`config.mk`:
```
export PLATFORM = sky130hd
export DESIGN_NAME = hex_display_ctrl_flat
export DESIGN_NICKNAME = d
export VERILOG_FILES = /design/src/rtl/hex_display_if.sv /design/src/rtl/hex_display_ctrl.sv /design/src/flat_wrapper.sv
export SDC_FILE = /design/constraint.sdc
export NUM_CORES = 1
export LEC_CHECK = 0
export CAP_MARGIN = 20
export CORE_MARGIN = 2
export CORE_UTILIZATION = 46
export DETAILED_ROUTE_END_ITERATION = 10
export GPL_ROUTABILITY_DRIVEN = 0
export PLACE_DENSITY_LB_ADDON = 0.15
export SLEW_MARGIN = 20
export SYNTH_ARGS = -nofsm -noshare
export SYNTH_HDL_FRONTEND = slang
export SYNTH_SLANG_ARGS = --single-unit
```
`constraint.sdc`:
```
create_clock -name clk -period 3.4 [get_ports clk]
set_input_delay 0.85 -clock clk [delete_from_list [all_inputs] [get_ports clk]]
set_output_delay 0.85 -clock clk [all_outputs]
set_load 0.05 [all_outputs]
```
`src/rtl/hex_display_if.sv`:
```
`default_nettype none
// ============================================================================
// Module   : hex_display_if
// Brief    : Write handshake between the CPU result port and the display engine
// Revision : 1.0 - initial release
// ============================================================================
interface hex_display_if;
    logic        wr_valid;
    logic [15:0] wr_data;
    logic        wr_ready;

    modport master (output wr_valid, output wr_data, input wr_ready);
    modport slave  (input wr_valid, input wr_data, output wr_ready);
endinterface
`default_nettype wire

```
`src/rtl/hex_display_ctrl.sv`:
```
`default_nettype none
// ============================================================================
// Module   : hex_display_ctrl
// Brief    : 16-bit binary to four-digit active-low 7-segment display, via a
//            one-shift-per-clock double-dabble with atomic digit commit
// Revision : 1.0 - initial release
// ============================================================================
module hex_display_ctrl #(
    parameter int LZ_BLANK = 0
) (
    input  logic          clk,
    input  logic          rst,
    hex_display_if.slave  bus,
    input  logic          blank,
    output logic          ovf,
    output logic [6:0]    HEX3,
    output logic [6:0]    HEX2,
    output logic [6:0]    HEX1,
    output logic [6:0]    HEX0
);

    localparam logic [1:0] c_IDLE    = 2'd0;
    localparam logic [1:0] c_CONVERT = 2'd1;
    localparam logic [1:0] c_COMMIT  = 2'd2;

    localparam logic [6:0] c_SEG_OFF  = 7'h7F;
    localparam logic [6:0] c_SEG_DASH = 7'h3F;

    logic [1:0]  r_state;
    logic [15:0] r_bin;
    logic [19:0] r_bcd;
    logic [4:0]  r_cnt;
    logic [6:0]  r_hex3, r_hex2, r_hex1, r_hex0;
    logic        r_ovf;

    logic [19:0] w_bcd_adj;
    logic [6:0]  w_hex3, w_hex2, w_hex1, w_hex0;
    logic        w_ovf;

    function automatic logic [6:0] f_seg(input logic [3:0] n);
        case (n)
            4'd0:    f_seg = 7'h40;
            4'd1:    f_seg = 7'h79;
            4'd2:    f_seg = 7'h24;
            4'd3:    f_seg = 7'h30;
            4'd4:    f_seg = 7'h19;
            4'd5:    f_seg = 7'h12;
            4'd6:    f_seg = 7'h02;
            4'd7:    f_seg = 7'h78;
            4'd8:    f_seg = 7'h00;
            4'd9:    f_seg = 7'h10;
            default: f_seg = c_SEG_OFF;
        endcase
    endfunction

    // Double-dabble correction: any nibble >= 5 would overflow a decimal digit on the next shift
    for (genvar i = 0; i < 5; i++) begin : g_adj
        assign w_bcd_adj[4*i +: 4] = (r_bcd[4*i +: 4] >= 4'd5) ? r_bcd[4*i +: 4] + 4'd3
                                                              : r_bcd[4*i +: 4];
    end

    always_comb begin
        w_ovf  = (r_bcd[19:16] != 4'd0);
        w_hex3 = f_seg(r_bcd[15:12]);
        w_hex2 = f_seg(r_bcd[11:8]);
        w_hex1 = f_seg(r_bcd[7:4]);
        w_hex0 = f_seg(r_bcd[3:0]);
        if (w_ovf) begin
            w_hex3 = c_SEG_DASH;
            w_hex2 = c_SEG_DASH;
            w_hex1 = c_SEG_DASH;
            w_hex0 = c_SEG_DASH;
        end else if (LZ_BLANK != 0) begin
            if (r_bcd[15:12] == 4'd0) w_hex3 = c_SEG_OFF;
            if (r_bcd[15:8]  == 8'd0) w_hex2 = c_SEG_OFF;
            if (r_bcd[15:4]  == 12'd0) w_hex1 = c_SEG_OFF;
        end
    end

    always_ff @(posedge clk) begin
        if (rst) begin
            r_state <= c_IDLE;
            r_bin   <= 16'd0;
            r_bcd   <= 20'd0;
            r_cnt   <= 5'd0;
            r_hex3  <= c_SEG_OFF;
            r_hex2  <= c_SEG_OFF;
            r_hex1  <= c_SEG_OFF;
            r_hex0  <= c_SEG_OFF;
            r_ovf   <= 1'b0;
        end else begin
            case (r_state)
                c_IDLE: begin
                    if (bus.wr_valid) begin
                        r_bin   <= bus.wr_data;
                        r_bcd   <= 20'd0;
                        r_cnt   <= 5'd0;
                        r_state <= c_CONVERT;
                    end
                end
                c_CONVERT: begin
                    r_bcd <= {w_bcd_adj[18:0], r_bin[15]};
                    r_bin <= {r_bin[14:0], 1'b0};
                    r_cnt <= r_cnt + 5'd1;
                    if (r_cnt == 5'd15) r_state <= c_COMMIT;
                end
                c_COMMIT: begin
                    r_hex3  <= w_hex3;
                    r_hex2  <= w_hex2;
                    r_hex1  <= w_hex1;
                    r_hex0  <= w_hex0;
                    r_ovf   <= w_ovf;
                    r_state <= c_IDLE;
                end
                default: r_state <= c_IDLE;
            endcase
        end
    end

    assign bus.wr_ready = (r_state == c_IDLE);
    assign ovf  = r_ovf;
    assign HEX3 = blank ? c_SEG_OFF : r_hex3;
    assign HEX2 = blank ? c_SEG_OFF : r_hex2;
    assign HEX1 = blank ? c_SEG_OFF : r_hex1;
    assign HEX0 = blank ? c_SEG_OFF : r_hex0;

endmodule
`default_nettype wire

```
`src/flat_wrapper.sv`:
```
// flat-port wrapper written by rule: the top's interface ports become plain ports
module hex_display_ctrl_flat 
#(
    parameter int LZ_BLANK = 0
)
  (clk, rst, blank, ovf, HEX3, HEX2, HEX1, HEX0, bus_wr_valid, bus_wr_data, bus_wr_ready);
  hex_display_if bus_i ();
  input  logic clk;
  input  logic rst;
  input  logic blank;
  output logic ovf;
  output logic [6:0] HEX3;
  output logic [6:0] HEX2;
  output logic [6:0] HEX1;
  output logic [6:0] HEX0;
  input wire logic [$bits(bus_i.wr_valid)-1:0] bus_wr_valid;
  input wire logic [$bits(bus_i.wr_data)-1:0] bus_wr_data;
  output wire logic [$bits(bus_i.wr_ready)-1:0] bus_wr_ready;
  assign bus_i.wr_valid = bus_wr_valid;
  assign bus_i.wr_data = bus_wr_data;
  assign bus_wr_ready = bus_i.wr_ready;
  hex_display_ctrl #(.LZ_BLANK(LZ_BLANK)) u_core (.clk(clk), .rst(rst), .bus(bus_i), .blank(blank), .ovf(ovf), .HEX3(HEX3), .HEX2(HEX2), .HEX1(HEX1), .HEX0(HEX0));
endmodule
```
Yosys cells after proc, flatten, opt, wreduce, memory -nomap -nowiden
Memories as Yosys holds them, arrays and structs flattened. A register that Yosys moved wholly into a read port is not among the register bits. Cells that the tools add are included.

$add $sub $neg: 6. Eq/ne operators: 5. Order comparisons: 5. Muxes and demuxes: 30. Reduce and logical (&&, ||, !) cells: 5.

Operators with widths (number): $mux 7 (8); $mux 4 (12); $pmux 20 s2 (1); $pmux 16 s2 (1); $ge 4x3->1 const B (5); $mux 20 (1); $add 4x2->4 const B (4); $mux 16 (1); $pmux 5 s2 (1); $add 5x1->5 const B (1); $eq 5x4->1 const B (1); $mux 5 (1); $mux 2 (2); $pmux 2 s2 (1); $reduce_and 2->1 (2); $reduce_bool 4->1 (1); $add 3x2->3 const B (1); $mux 3 (1); $eq 2x1->1 const B (1); $eq 2x2->1 const B (1); $logic_not 2->1 (1); $ne 2x1->1 const B (1); $ne 2x2->1 const B (1); $reduce_bool 2->1 (1).

Output and inout bits: 30. Bits in registers: 72. ROM bits: 448. Memories: 4.

Memory list: (name not given) (words 16, bits a word 7, rd ports 1, clocked after memory_dff 1, write ports 0, RTL line hex_display_ctrl.sv:41) `case (n)`; (name not given) (words 16, bits a word 7, rd ports 1, clocked after memory_dff 1, write ports 0, RTL line hex_display_ctrl.sv:41); (name not given) (words 16, bits a word 7, rd ports 1, clocked after memory_dff 1, write ports 0, RTL line hex_display_ctrl.sv:41); (name not given) (words 16, bits a word 7, rd ports 1, clocked after memory_dff 1, write ports 0, RTL line hex_display_ctrl.sv:41).

Depth between registers and ports, before layout
Depth after elaboration: 5. Mapped depth: 11. Depth with buffers taken out: 11.

Least setup slack after synthesis
Ideal clock, no wire load.

Path type: input to register. Start: in bus_wr_valid. End: reg (tool-made name). Cell stages on the path: 7. Buffers on the path: 1. Arrival: 2588 ps. Path slack: 690 ps. Required time: 3278 ps. Cells stage by stage: o21bai_1 > buf_2 > nand2_1 > o32ai_1 > inv_1 > ha_1 > o311a_1.

RTL lines: start: declaration (RTL line flat_wrapper.sv:16) `input wire logic [$bits(bus_i.wr_valid)-1:0] bus_wr_valid;`.

Worst setup path in the final report
Start: in blank. End: out HEX1[3].

Cells in the longest elaborated chain, start to end: 1.

Ends and longest elaborated chain: start: declaration (RTL line flat_wrapper.sv:10) `input logic blank;`; $mux 7 (RTL line hex_display_ctrl.sv:124) `assign HEX1 = blank ? c_SEG_OFF : r_hex1;`; end: declaration (RTL line flat_wrapper.sv:14) `output logic [6:0] HEX1;`.

Every way passes these cells.

==> impl_results.md <==
* Ant diodes at 0
* Total negative setup slack at 0 ns
* Initial cell density of the core at a little under half
* Final Util at 58.0%
* PwrDens at 338 mW/mm2
* Worst-path fanout max at 28
* Syn nets at between 600 and 700
* Row Count at 37
* Remaining global-route overflow at 0
* Tot Pwr at roughly 2.0 mW
* Num ports at 50
* Synth Cell Area at just under 0.005 mm2
* DR WL/cell at between 10 and 15 um
* Post-route setup slack at around 0.35 ns
* Leading cell type by number of instances after synthesis: dfxtp_1
* Final Setup Violations at 0
* Hold WS at 0.443 ns
* Commonest cells in the netlist: dfxtp_1, nand2_1, nor2_1
* Mapped Cells at approximately 580
* Area contributors post-synth: dfxtp_1, ha_1, nand2_1, nor2_1, or2_2
* Req. time, crit path at ~2.6 ns
* Sequential Area at about 0.0020 mm2
* Relative slew slack at 47.7%
* Antenna-violating nets left at 0
* Seq/Total Area, Yosys at between 40% and 50%
* Setup crit end kind: output pin
* Maximum buffer depth of the clock tree at 2
* Synth Flop Type: dfxtp_1
* Clock Skew at approximately 0.008 ns
* Peak supply drop at between 150 and 200 uV
* Vias in the first global route at about 3800
* Via density at around 5.4
* Crit. Startpoint: blank
* Pre-CTS setup slack at between 0.3 and 0.4 ns
* Fraction of registers with async set/reset at 0%
* H-tree depth at 3
* Unrepaired setup endpoints after global routing: no
* Horiz. Die Dim at approximately 110 um
* Core Region at slightly above 0.01 mm2
* Worst Setup EP: HEX1[3]
* Postcts setup bufs at 0
* Depth of the most critical reg-to-reg path at 5
* Final period util at roughly 90%
* Initial antenna violation count at 0
* Post-synth EDFFs at 0
* Synth-to-Final Area Change at 21.7%
* Cts-stage hold buffer count at 0
* TritonCTS Buffers at 9
* WS Path Type: in2out
* Worst hold path type: reg2reg
* # fillers at about 980
* Global-route wire length before repair at roughly 17000 um
* Final min period at ~3.0 ns
* Leakage at between 2 and 2.5 nW
* DRC viols at 0
* F_max at 328 MHz
* Post-CTS Resized at 0
* Ys Warns at 0
* CP arrival at roughly 2.2 ns
* WL final at 10400 um
* Max-cap viol count at 0
* Worst slew pin tran at around 0.78 ns
* Total Routing Usage GR at 18.7%
* DRT Pass-1 Iters at 4
* Flop-to-flop setup slack at between 0.9 and 1 ns
* Synth Register Bits at 100
* Nets at roughly 670
* Clock root buffer: clkbuf_8
* Final HPWL DP at 7570 um
* Synth cell types at 60
* R2r startpoint: u_core.r_state[0]
* Final hold violations at 0
* Routed via count at 4109
* CTS tree: built
* Layout cells sized above 1 at between 10% and 20%
* Worst setup SP type: input pin
* Die Y-Extent at roughly 110 um
* CTS sink cnt at 100
* Status: completed
* Mean post-synth cell area at between 8 and 9 um2
* Worst-skew pair later-pin latency at 0.37 ns
* Multi-input logic area at 0.00268 mm2
* Full die area at between 0.01 and 0.015 mm2
* CTS clock-pin slew for the worst setup and hold paths at about 0.09 ns
* Top-area cell type share of the netlist area at around two fifths
* Largest net degree at the start of global routing at 33
* 1st-iter DRT viols at around 200
* Number of port buffers at approximately 50
* Area leader, netlist: dfxtp_1
* Max Slew Vio Count at 0
==> layer usage <==
layer  global-route usage (%)  wire [um]  share of wire, %  vias to the layer above
li1                         -          -                 -                     2122
met1                     25.1       5170                50                     1884
met2                     30.3       4650                45                       87
met3                     2.54        342               3.3                       16
met4                     7.97        202               1.9                        0
met5                        0          0                 0                        -
==> cells by family after synthesis <==
logic type / synth area share [%]
compound gates: 19.3
xor+xnor: 0.710
fa+ha+maj: 8.36
buf+inv: 5.17
flops: 40.5
mux: 0.633
simple gates: 25.3
==> cells in the final DEF (no fill, tap or decap), types with 3 or more instances in the layout <==
master           count
clkbuf_8             9
o2bb2ai_1            3
nand3_1             32
a21o_1               3
and2_1              11
a2111oi_0            3
nand2_1             92
o211ai_1             4
nor2b_1              3
buf_4               17
nor4bb_1             4
o32ai_1              5
a211oi_1            12
clkdlybuf4s50_1     20
o211ai_2             3
a22oi_1              4
nor3_1               6
o31a_1               3
a221oi_1            10
dfxtp_1            100
ha_1                33
a2111o_1             3
buf_12              28
a221o_1              7
clkbuf_1             3
nor2_1              53
nand2b_1             9
o22ai_1              3
o31ai_1              3
a21oi_1             15
or2_2               31
a311oi_1            16
o21ai_0             12
xor2_1               3
inv_1               25
==> worst min-delay path by stage <==
stage	from	slack [ns]	cells after the start	endpoint
detailed placement	flop	0.42	2	u_core.r_hex3[5]
finish	flop	0.44	2	u_core.r_hex2[0]
global placement	flop	0.42	2	u_core.r_hex3[5]
floorplan	flop	0.42	2	u_core.r_hex0[0]
CTS	flop	0.44	2	u_core.r_hex2[0]
global route	flop	0.46	2	u_core.r_hex3[5]
==> metrics by stage <==
stage,area (um2),instances
final,6010,762
after global routing,6010,762
after CTS,6010,762
after detailed placement,5850,746
after global placement,5850,746
after floorplan,4940,579
==> critical path: stages <==
cell and delay [ns]:
clkdlybuf4s50_1 0.72, or2_2 0.46, buf_12 0.16
==> cell type report <==
class | instances | area share, %
repair buffers | 66 | 14.9
well taps | 136 | 2.83
flip-flops and latches | 100 | 33.3
clock inverters | 4 | 0.437
clock buffers | 12 | 2.25
multi-input cells | 417 | 44.6
inverters | 27 | 1.69
==> where the power goes <==
part	total [mW]	switching (mW)	internal, mW
clock	0.664	0.398	0.266
combinational	0.156	0.0920	0.0645
sequential	1.21	0.0157	1.20
total	2.03	0.506	1.53
Note: power is estimated with default switching activity, not from simulation.
